File: src/rtl/stopwatch_clock_gen.sv
// 24-hour clock plus 99-hour stopwatch multiplexed onto an active-low 7-segment display.
// Define STOPWATCH_LAP_EN to enable the lap-hold feature on i_lap.
module stopwatch_clock_gen #(
   parameter int unsigned CLK_HZ   = 100000000,
   parameter int unsigned SCAN_DIV = 100000,
   parameter int unsigned N_DIGITS = 4
) (
   input  logic                clk,
   input  logic                rst,
   input  logic                i_add_sec,
   input  logic                i_add_min,
   input  logic                i_add_hr,
   input  logic                i_Sw_Clk,
   input  logic                i_Start_Stop,
   input  logic                i_reset,
   input  logic                i_lap,
   output logic                a,
   output logic                b,
   output logic                c,
   output logic                d,
   output logic                e,
   output logic                f,
   output logic                g,
   output logic                dp,
   output logic [N_DIGITS-1:0] an
);

   localparam int unsigned TICK_W = (CLK_HZ > 1) ? $clog2(CLK_HZ) : 1;
   localparam int unsigned SCAN_W = (SCAN_DIV > 1) ? $clog2(SCAN_DIV) : 1;
   localparam int unsigned IDX_W  = 3;

   typedef enum logic {STOPPED = 1'b0, RUNNING = 1'b1} sw_state_t;

   // Two-digit BCD increment that wraps to 00 once the field maximum is reached.
   function automatic logic [7:0] bcd_inc(input logic [7:0] v, input logic [7:0] max);
      if (v == max)
         return 8'h00;
      if (v[3:0] == 4'd9)
         return {v[7:4] + 4'd1, 4'd0};
      return {v[7:4], v[3:0] + 4'd1};
   endfunction

   // Active-low {a,b,c,d,e,f,g} hex decode.
   function automatic logic [6:0] seg_decode(input logic [3:0] v);
      case (v)
         4'h0: return 7'b0000001;
         4'h1: return 7'b1001111;
         4'h2: return 7'b0010010;
         4'h3: return 7'b0000110;
         4'h4: return 7'b1001100;
         4'h5: return 7'b0100100;
         4'h6: return 7'b0100000;
         4'h7: return 7'b0001111;
         4'h8: return 7'b0000000;
         4'h9: return 7'b0000100;
         4'hA: return 7'b0001000;
         4'hB: return 7'b1100000;
         4'hC: return 7'b0110001;
         4'hD: return 7'b1000010;
         4'hE: return 7'b0110000;
         default: return 7'b0111000;
      endcase
   endfunction

   logic              sec_q, min_q, hr_q, ss_q, rs_q;
   logic              sec_rise_c, min_rise_c, hr_rise_c, ss_rise_c, rs_rise_c;
   logic              adj_sec_c, adj_min_c, adj_hr_c, adj_any_c;
   logic [TICK_W-1:0] tick_cnt;
   logic              tick_c;
   logic [7:0]        clk_hh, clk_mm, clk_ss;
   logic [7:0]        sw_hh, sw_mm, sw_ss;
   sw_state_t         sw_state;
   logic [23:0]       disp_sw;
   logic [SCAN_W-1:0] scan_cnt;
   logic [IDX_W-1:0]  dig_idx;
   logic              disp_mode;
   logic [23:0]       show_c;
   logic [23:0]       win_c;
   logic [3:0]        digit_c;
   logic [6:0]        seg_q;
   logic              dp_q;
   logic [N_DIGITS-1:0] an_q;

   assign sec_rise_c = i_add_sec & ~sec_q;
   assign min_rise_c = i_add_min & ~min_q;
   assign hr_rise_c  = i_add_hr & ~hr_q;
   assign ss_rise_c  = i_Start_Stop & ~ss_q;
   assign rs_rise_c  = i_reset & ~rs_q;

   assign adj_sec_c = sec_rise_c & ~i_Sw_Clk;
   assign adj_min_c = min_rise_c & ~i_Sw_Clk;
   assign adj_hr_c  = hr_rise_c & ~i_Sw_Clk;
   assign adj_any_c = adj_sec_c | adj_min_c | adj_hr_c;

   assign tick_c = (tick_cnt == TICK_W'(CLK_HZ - 1));

   // Button edge samples and one-second tick counter.
   always_ff @(posedge clk) begin
      if (rst) begin
         sec_q    <= 1'b0;
         min_q    <= 1'b0;
         hr_q     <= 1'b0;
         ss_q     <= 1'b0;
         rs_q     <= 1'b0;
         tick_cnt <= '0;
      end else begin
         sec_q    <= i_add_sec;
         min_q    <= i_add_min;
         hr_q     <= i_add_hr;
         ss_q     <= i_Start_Stop;
         rs_q     <= i_reset;
         tick_cnt <= tick_c ? '0 : tick_cnt + TICK_W'(1);
      end
   end

   // Time of day; an adjustment in the tick cycle swallows that tick.
   always_ff @(posedge clk) begin
      if (rst) begin
         clk_hh <= 8'h00;
         clk_mm <= 8'h00;
         clk_ss <= 8'h00;
      end else if (adj_any_c) begin
         if (adj_sec_c) clk_ss <= bcd_inc(clk_ss, 8'h59);
         if (adj_min_c) clk_mm <= bcd_inc(clk_mm, 8'h59);
         if (adj_hr_c)  clk_hh <= bcd_inc(clk_hh, 8'h23);
      end else if (tick_c) begin
         clk_ss <= bcd_inc(clk_ss, 8'h59);
         if (clk_ss == 8'h59) begin
            clk_mm <= bcd_inc(clk_mm, 8'h59);
            if (clk_mm == 8'h59)
               clk_hh <= bcd_inc(clk_hh, 8'h23);
         end
      end
   end

   // Stopwatch run/stop state and count; a clear edge overrides everything else.
   always_ff @(posedge clk) begin
      if (rst || rs_rise_c) begin
         sw_state <= STOPPED;
         sw_hh    <= 8'h00;
         sw_mm    <= 8'h00;
         sw_ss    <= 8'h00;
      end else begin
         if (tick_c && (sw_state == RUNNING)) begin
            sw_ss <= bcd_inc(sw_ss, 8'h59);
            if (sw_ss == 8'h59) begin
               sw_mm <= bcd_inc(sw_mm, 8'h59);
               if (sw_mm == 8'h59)
                  sw_hh <= bcd_inc(sw_hh, 8'h99);
            end
         end
         if (ss_rise_c)
            sw_state <= (sw_state == RUNNING) ? STOPPED : RUNNING;
      end
   end

`ifdef STOPWATCH_LAP_EN
   logic       lap_q, lap_rise_c, lap_hold;
   logic [7:0] lap_hh, lap_mm, lap_ss;

   assign lap_rise_c = i_lap & ~lap_q;

   // Lap hold freezes a snapshot for display while the count keeps running.
   always_ff @(posedge clk) begin
      if (rst) begin
         lap_q    <= 1'b0;
         lap_hold <= 1'b0;
         lap_hh   <= 8'h00;
         lap_mm   <= 8'h00;
         lap_ss   <= 8'h00;
      end else begin
         lap_q <= i_lap;
         if (rs_rise_c) begin
            lap_hold <= 1'b0;
         end else if (lap_rise_c && (sw_state == RUNNING)) begin
            lap_hold <= ~lap_hold;
            if (!lap_hold) begin
               lap_hh <= sw_hh;
               lap_mm <= sw_mm;
               lap_ss <= sw_ss;
            end
         end
      end
   end

   assign disp_sw = lap_hold ? {lap_hh, lap_mm, lap_ss} : {sw_hh, sw_mm, sw_ss};
`else
   logic unused_lap;
   assign unused_lap = i_lap;
   assign disp_sw    = {sw_hh, sw_mm, sw_ss};
`endif

   // Digit scan; the display mode is picked up only when moving to the next digit.
   always_ff @(posedge clk) begin
      if (rst) begin
         scan_cnt  <= '0;
         dig_idx   <= '0;
         disp_mode <= 1'b0;
      end else if (scan_cnt == SCAN_W'(SCAN_DIV - 1)) begin
         scan_cnt  <= '0;
         dig_idx   <= (dig_idx == IDX_W'(N_DIGITS - 1)) ? '0 : dig_idx + IDX_W'(1);
         disp_mode <= i_Sw_Clk;
      end else begin
         scan_cnt <= scan_cnt + SCAN_W'(1);
      end
   end

   // Four-digit clock mode shows HH MM; every other case shows the low digits of HH MM SS.
   always_comb begin
      show_c  = disp_mode ? disp_sw : {clk_hh, clk_mm, clk_ss};
      win_c   = ((N_DIGITS == 4) && !disp_mode) ? {8'h00, show_c[23:8]} : show_c;
      digit_c = 4'd0;
      case (dig_idx)
         3'd0:    digit_c = win_c[3:0];
         3'd1:    digit_c = win_c[7:4];
         3'd2:    digit_c = win_c[11:8];
         3'd3:    digit_c = win_c[15:12];
         3'd4:    digit_c = win_c[19:16];
         3'd5:    digit_c = win_c[23:20];
         default: digit_c = 4'd0;
      endcase
   end

   always_ff @(posedge clk) begin
      if (rst) begin
         seg_q <= 7'h7F;
         dp_q  <= 1'b1;
         an_q  <= '1;
      end else begin
         seg_q <= seg_decode(digit_c);
         dp_q  <= ~((dig_idx == 3'd2) || ((N_DIGITS == 6) && (dig_idx == 3'd4)));
         an_q  <= ~(N_DIGITS'(1) << dig_idx);
      end
   end

   assign {a, b, c, d, e, f, g} = seg_q;
   assign dp = dp_q;
   assign an = an_q;

endmodule
File: config.mk
export PLATFORM = sky130hd
export DESIGN_NAME = stopwatch_clock_gen
export DESIGN_NICKNAME = d
export VERILOG_FILES = /design/src/rtl/stopwatch_clock_gen.sv
export SDC_FILE = /design/constraint.sdc
export NUM_CORES = 1
export LEC_CHECK = 0
export ABC_AREA = 1
export ABC_CLOCK_PERIOD_IN_PS = 3300
export CAP_MARGIN = 30
export CORE_ASPECT_RATIO = 2
export CORE_MARGIN = 4
export CORE_UTILIZATION = 45
export DETAILED_ROUTE_END_ITERATION = 6
export HOLD_SLACK_MARGIN = 0.03
export PLACE_DENSITY_LB_ADDON = 0.15
export SLEW_MARGIN = 20
export SYNTH_ARGS = -nofsm -noshare
export SYNTH_HDL_FRONTEND = slang
export SYNTH_SLANG_ARGS = --single-unit
File: constraint.sdc
create_clock -name clk -period 3.3 [get_ports clk]
set_input_delay 0.66 -clock clk [delete_from_list [all_inputs] [get_ports clk]]
set_output_delay 0.66 -clock clk [all_outputs]
set_load 0.02 [all_outputs]
==> impl_table.tex <==
\begin{tabular}{lr}
\hline
Metric & Value \\
\hline
\multicolumn{2}{l}{\textbf{Timing}} \\
Highest clock frequency the design can meet & about 440 MHz \\
Number of hold violations in the final report & 0 \\
Setup repair after global routing missed its margin & false \\
Final slew viol count & 0 \\
Total of endpoints with negative setup slack in the final report & 0 \\
Worst relative slew slack & 0.4801 \\
Post-Route Setup TNS & 0 ps \\
Skew final & about 10 ps \\
Slew of the pin with the lowest slew margin & a little under 800 ps \\
Fin crit period & between 2000 and 2500 ps \\
Fraction of the cycle the final worst path needs & 0.6862 \\
\multicolumn{2}{l}{\textbf{Die}} \\
Number of placed I/O pins & 21 \\
Area enclosed by the die boundary & 16960 µm² \\
FP Rows & between 60 and 70 \\
Vertical die dimension & approximately 180 µm \\
Starting Density & 0.4624 \\
Area of the core & roughly 14000 µm² \\
Die width & around 94 µm \\
\multicolumn{2}{l}{\textbf{Worst setup path}} \\
CP max-delay cell & sky130\_fd\_sc\_hd\_\_dfxtp\_1 \\
Ordered list of cells on the worst path & inv\_1 > ha\_1 > nand2\_1 > a21oi\_1 > o21ai\_0 > o21ai\_0 > nor2\_1 > inv\_1 > ha\_1 > nand2\_1 > nand3\_1 > nand2\_1 > nand2\_1 \\
Arrival time reported for the critical path endpoint & 2570 ps \\
Capturing element type of the critical path & register \\
Worst path most repeated cell & sky130\_fd\_sc\_hd\_\_nand2\_1 \\
Largest stage delay on the critical path & about 400 ps \\
Crit Path Class & reg2reg \\
Crit path max fanout & 6 \\
Setup crit start kind & register \\
Critical path required time & $\sim$3600 ps \\
\multicolumn{2}{l}{\textbf{Synth}} \\
Post-synthesis async set-or-reset flop share & 0 \\
Dominant synthesized flop cell & sky130\_fd\_sc\_hd\_\_dfxtp\_1 \\
Synth Area in XOR/XNOR & 0.03282 \\
Main combinational cell family by area after synthesis & simple AND/OR/NAND/NOR gates \\
Fraction of synthesized cell area taken by the top area cell type & 0.3391 \\
Synth unique cells & 37 \\
Mapped Avg Cell Area & about 6.7 µm² \\
Synth area leader & sky130\_fd\_sc\_hd\_\_dfxtp\_1 \\
Synthesized netlist net count & around 1000 \\
Share of synthesized area spent on multiplexers & 0 \\
Synthesis-stage register bit count & approximately 110 \\
Synth warn & 0 \\
Compound-Gate Fraction of Synth Area & 0.08833 \\
Fraction of the mapped netlist area in simple logic gates & 0.3925 \\
Top area cells in the synthesized netlist & sky130\_fd\_sc\_hd\_\_dfxtp\_1, sky130\_fd\_sc\_hd\_\_nand2\_1, sky130\_fd\_sc\_hd\_\_nor2\_1 \\
Gate count after technology mapping & $\sim$1000 \\
Mapped cell area & 6671 µm² \\
Adder-Cell Fraction of Synth Area & 0.06377 \\
Sequential cell area fraction in the yosys report & 0.3391 \\
Post-synth EDFFs & 0 \\
\multicolumn{2}{l}{\textbf{Status}} \\
Run status & finished, final reports clean \\
\multicolumn{2}{l}{\textbf{Pwr}} \\
Share of total power consumed by net switching & 0.2400 \\
Leakage power summed over all cells & 3.050 nW \\
Part of the total power dissipated in the clock network & 0.545 \\
Register share of total power & 0.414 \\
Switching power summed over all nets & a little over 0.0008 W \\
Power after layout & approximately 0.0034 W \\
Power density of the placed cells & 444.1 nW/µm² \\
Max IR drop VDD & around 0.00034 V \\
P\_int & 0.002572 W \\
Part of the power in combinational logic & 0.041 \\
\multicolumn{2}{l}{\textbf{Detailed routing}} \\
DRC & 0 \\
Number of DRC markers after the initial detailed-route iteration & around 240 \\
Routed metal-1 wirelength & 6225 µm \\
Wire length on met2 & 10370 µm \\
Total number of vias & about 6400 \\
Routed wire length & $\sim$18000 µm \\
Top metal layer carrying routed signals & met4 \\
Mean routed wirelength per cell & around 15 µm \\
Met3 wire length & roughly 340 µm \\
Via/cell ratio & roughly 5.2 \\
DR pass1 iterations & 5 \\
ANT nets after route & 0 \\
\multicolumn{2}{l}{\textbf{Place}} \\
Detailed placement HPWL & $\sim$14000 µm \\
Port bufs & 19 \\
Weighted congestion reported at the end of routability-driven placement & 0.9496 \\
\multicolumn{2}{l}{\textbf{Clocking}} \\
Max Buffers Root-to-Sink & 2 \\
Clock-pin slew of the registers on the worst-case setup and hold paths & $\sim$60 ps \\
Clock Sinks & $\sim$110 \\
Worst-skew pair later-pin latency & between 400 and 500 ps \\
Number of clock buffers inserted by TritonCTS & 17 \\
Root Driver & sky130\_fd\_sc\_hd\_\_clkbuf\_16 \\
Number of buffers inserted to repair setup after CTS & 0 \\
H-Tree Level Count & 4 \\
Number of buffers inserted by hold repair at cts & 0 \\
TritonCTS clock tree & done \\
CTS-repair resized insts & 0 \\
\multicolumn{2}{l}{\textbf{Layout}} \\
Nets & approximately 1100 \\
Total inserted antenna cells & 0 \\
Ratio of cells with drive above 1 in the final layout & 0.08430 \\
Growth of design area from synthesis to finish & 14.22\% \\
\multicolumn{2}{l}{\textbf{GRT}} \\
Overall Global Routing Usage & 0.2258 \\
Vias in the first global route & $\sim$6600 \\
Overflow after GRT & 0 \\
Pin count of the biggest net entering global routing & 31 \\
Initial antenna violation count & 0 \\
Global-route wire length before repair & roughly 31000 µm \\
\multicolumn{2}{l}{\textbf{Job}} \\
Max capacitance violation total & 0 \\
\multicolumn{2}{l}{\textbf{Worst hold path}} \\
Worst min-delay path class & reg2reg \\
\hline
\end{tabular}
==> metrics by stage <==
| stage | hold WS, ps | cell area (µm²) | instances | utilization | worst slack [ps] |
|---|---|---|---|---|---|
| after floorplan | 417.6 | 6671 | 996 | - | 1441 |
| after global placement | 437.6 | 7025 | 1192 | 0.4869 | 743.2 |
| after detailed placement | 446.5 | 7025 | 1192 | 0.4869 | 702.0 |
| after CTS | 459.6 | 7620 | 1224 | 0.5281 | 1014 |
| after global routing | 473.6 | 7620 | 1224 | 0.5281 | 818.3 |
| final | 450.0 | 7620 | 1224 | 0.5281 | 1035 |
==> per-layer routing <==
layer	vias to the layer above	global-route usage
met5	-	0
met4	0	0.1337
met3	55	0.03970
met2	88	0.4418
met1	2942	0.2049
li1	3269	-
==> worst max-delay path: cells and delay by family, from the launching register on <==
kind | cells | cell delay, ps
AO/OA/AOI/OAI | 3 | 200
adder cells (fa/ha/maj) | 2 | 510
buffers and inverters | 2 | 250
flip-flops | 1 | 390
AND/OR/NAND/NOR | 6 | 830
==> kinds of logic after synthesis <==
group,count (synthesis)
AND/OR/NAND/NOR,575
buffers and inverters,138
flip-flops,113
AO/OA/AOI/OAI,111
adder cells (fa/ha/maj),34
XOR/XNOR,25
==> flip-flops by register name (all words and copies together) (netlist names), 8 cells and up <==
name / cells
scan_cnt: 17
sw_ss: 8
sw_mm: 8
tick_cnt: 27
clk_hh: 8
clk_mm: 8
clk_ss: 8
sw_hh: 8
==> synthesized netlist by cell type, types with 2 or more instances <==
master and instances:
sky130_fd_sc_hd__o211ai_1 6, sky130_fd_sc_hd__or2_2 7, sky130_fd_sc_hd__buf_6 2, sky130_fd_sc_hd__inv_2 2, sky130_fd_sc_hd__inv_1 114, sky130_fd_sc_hd__clkbuf_1 5, sky130_fd_sc_hd__or2_0 2, sky130_fd_sc_hd__dfxtp_1 113
sky130_fd_sc_hd__nor3_2 5, sky130_fd_sc_hd__nand3b_1 6, sky130_fd_sc_hd__o21ai_0 26, sky130_fd_sc_hd__nand4_1 36, sky130_fd_sc_hd__nor2_2 14, sky130_fd_sc_hd__o22ai_1 3, sky130_fd_sc_hd__nand2_1 251, sky130_fd_sc_hd__xnor2_1 6
sky130_fd_sc_hd__clkinv_1 2, sky130_fd_sc_hd__xor2_1 19, sky130_fd_sc_hd__buf_4 3, sky130_fd_sc_hd__nor3_1 23, sky130_fd_sc_hd__buf_2 10, sky130_fd_sc_hd__nand3_1 86, sky130_fd_sc_hd__ha_1 34, sky130_fd_sc_hd__nand2_4 3
sky130_fd_sc_hd__nor3b_1 5, sky130_fd_sc_hd__o21ai_1 4, sky130_fd_sc_hd__nor2_1 118, sky130_fd_sc_hd__a21oi_1 68, sky130_fd_sc_hd__nor2_4 6, sky130_fd_sc_hd__nand2_2 10
==> cell type report <==
| type | count | area [µm²] |
|---|---|---|
| Clock buffer | 18 | 439.2 |
| Clock inverter | 14 | 155.1 |
| Fill cell | 1524 | 6809 |
| Inverter | 118 | 442.9 |
| Multi-Input combinational cell | 745 | 3852 |
| Sequential cell | 113 | 2262 |
| Tap cell | 192 | 240.2 |
| Timing Repair Buffer | 24 | 227.7 |
==> layout by cell type (no fill, tap or decap), drive strengths merged <==
cell	instances
a21oi	68
xor2	19
dfxtp	113
ha	34
nor3b	5
nand4	36
o21ai	31
nand2b	1
nand3	87
o31ai	1
o211ai	6
nor4	1
buf	5
o21a	1
inv	119
nand2	264
o22ai	3
clkinvlp	5
clkbuf	18
clkdlybuf4s50	19
clkinv	6
nor3	28
xnor2	6
nor2	138
or2	9
nand3b	6
a21boi	1
bufinv	2
==> worst paths after layout <==
kind               startpoint          end  slack (ps)  depth (start not counted)
setup / recovery   dig_idx[0]     seg_q[3]        1040                         13
hold / removal    tick_cnt[0]  tick_cnt[0]         450                          1
setup reg to reg   dig_idx[0]     seg_q[3]        1040                         13
hold reg to reg   tick_cnt[0]  tick_cnt[0]         450                          1
==> power groups by stage <==
stage	clock network [W]	logic [W]	registers (W)
floorplan	0	0.0000828	0.00143
detailed placement	0	0.000140	0.00143
CTS	0.00188	0.000141	0.00140
finish	0.00185	0.000138	0.00140
global placement	0	0.000139	0.00143
global route	0.00194	0.000157	0.00140
Power figures use the tool's default switching activity.
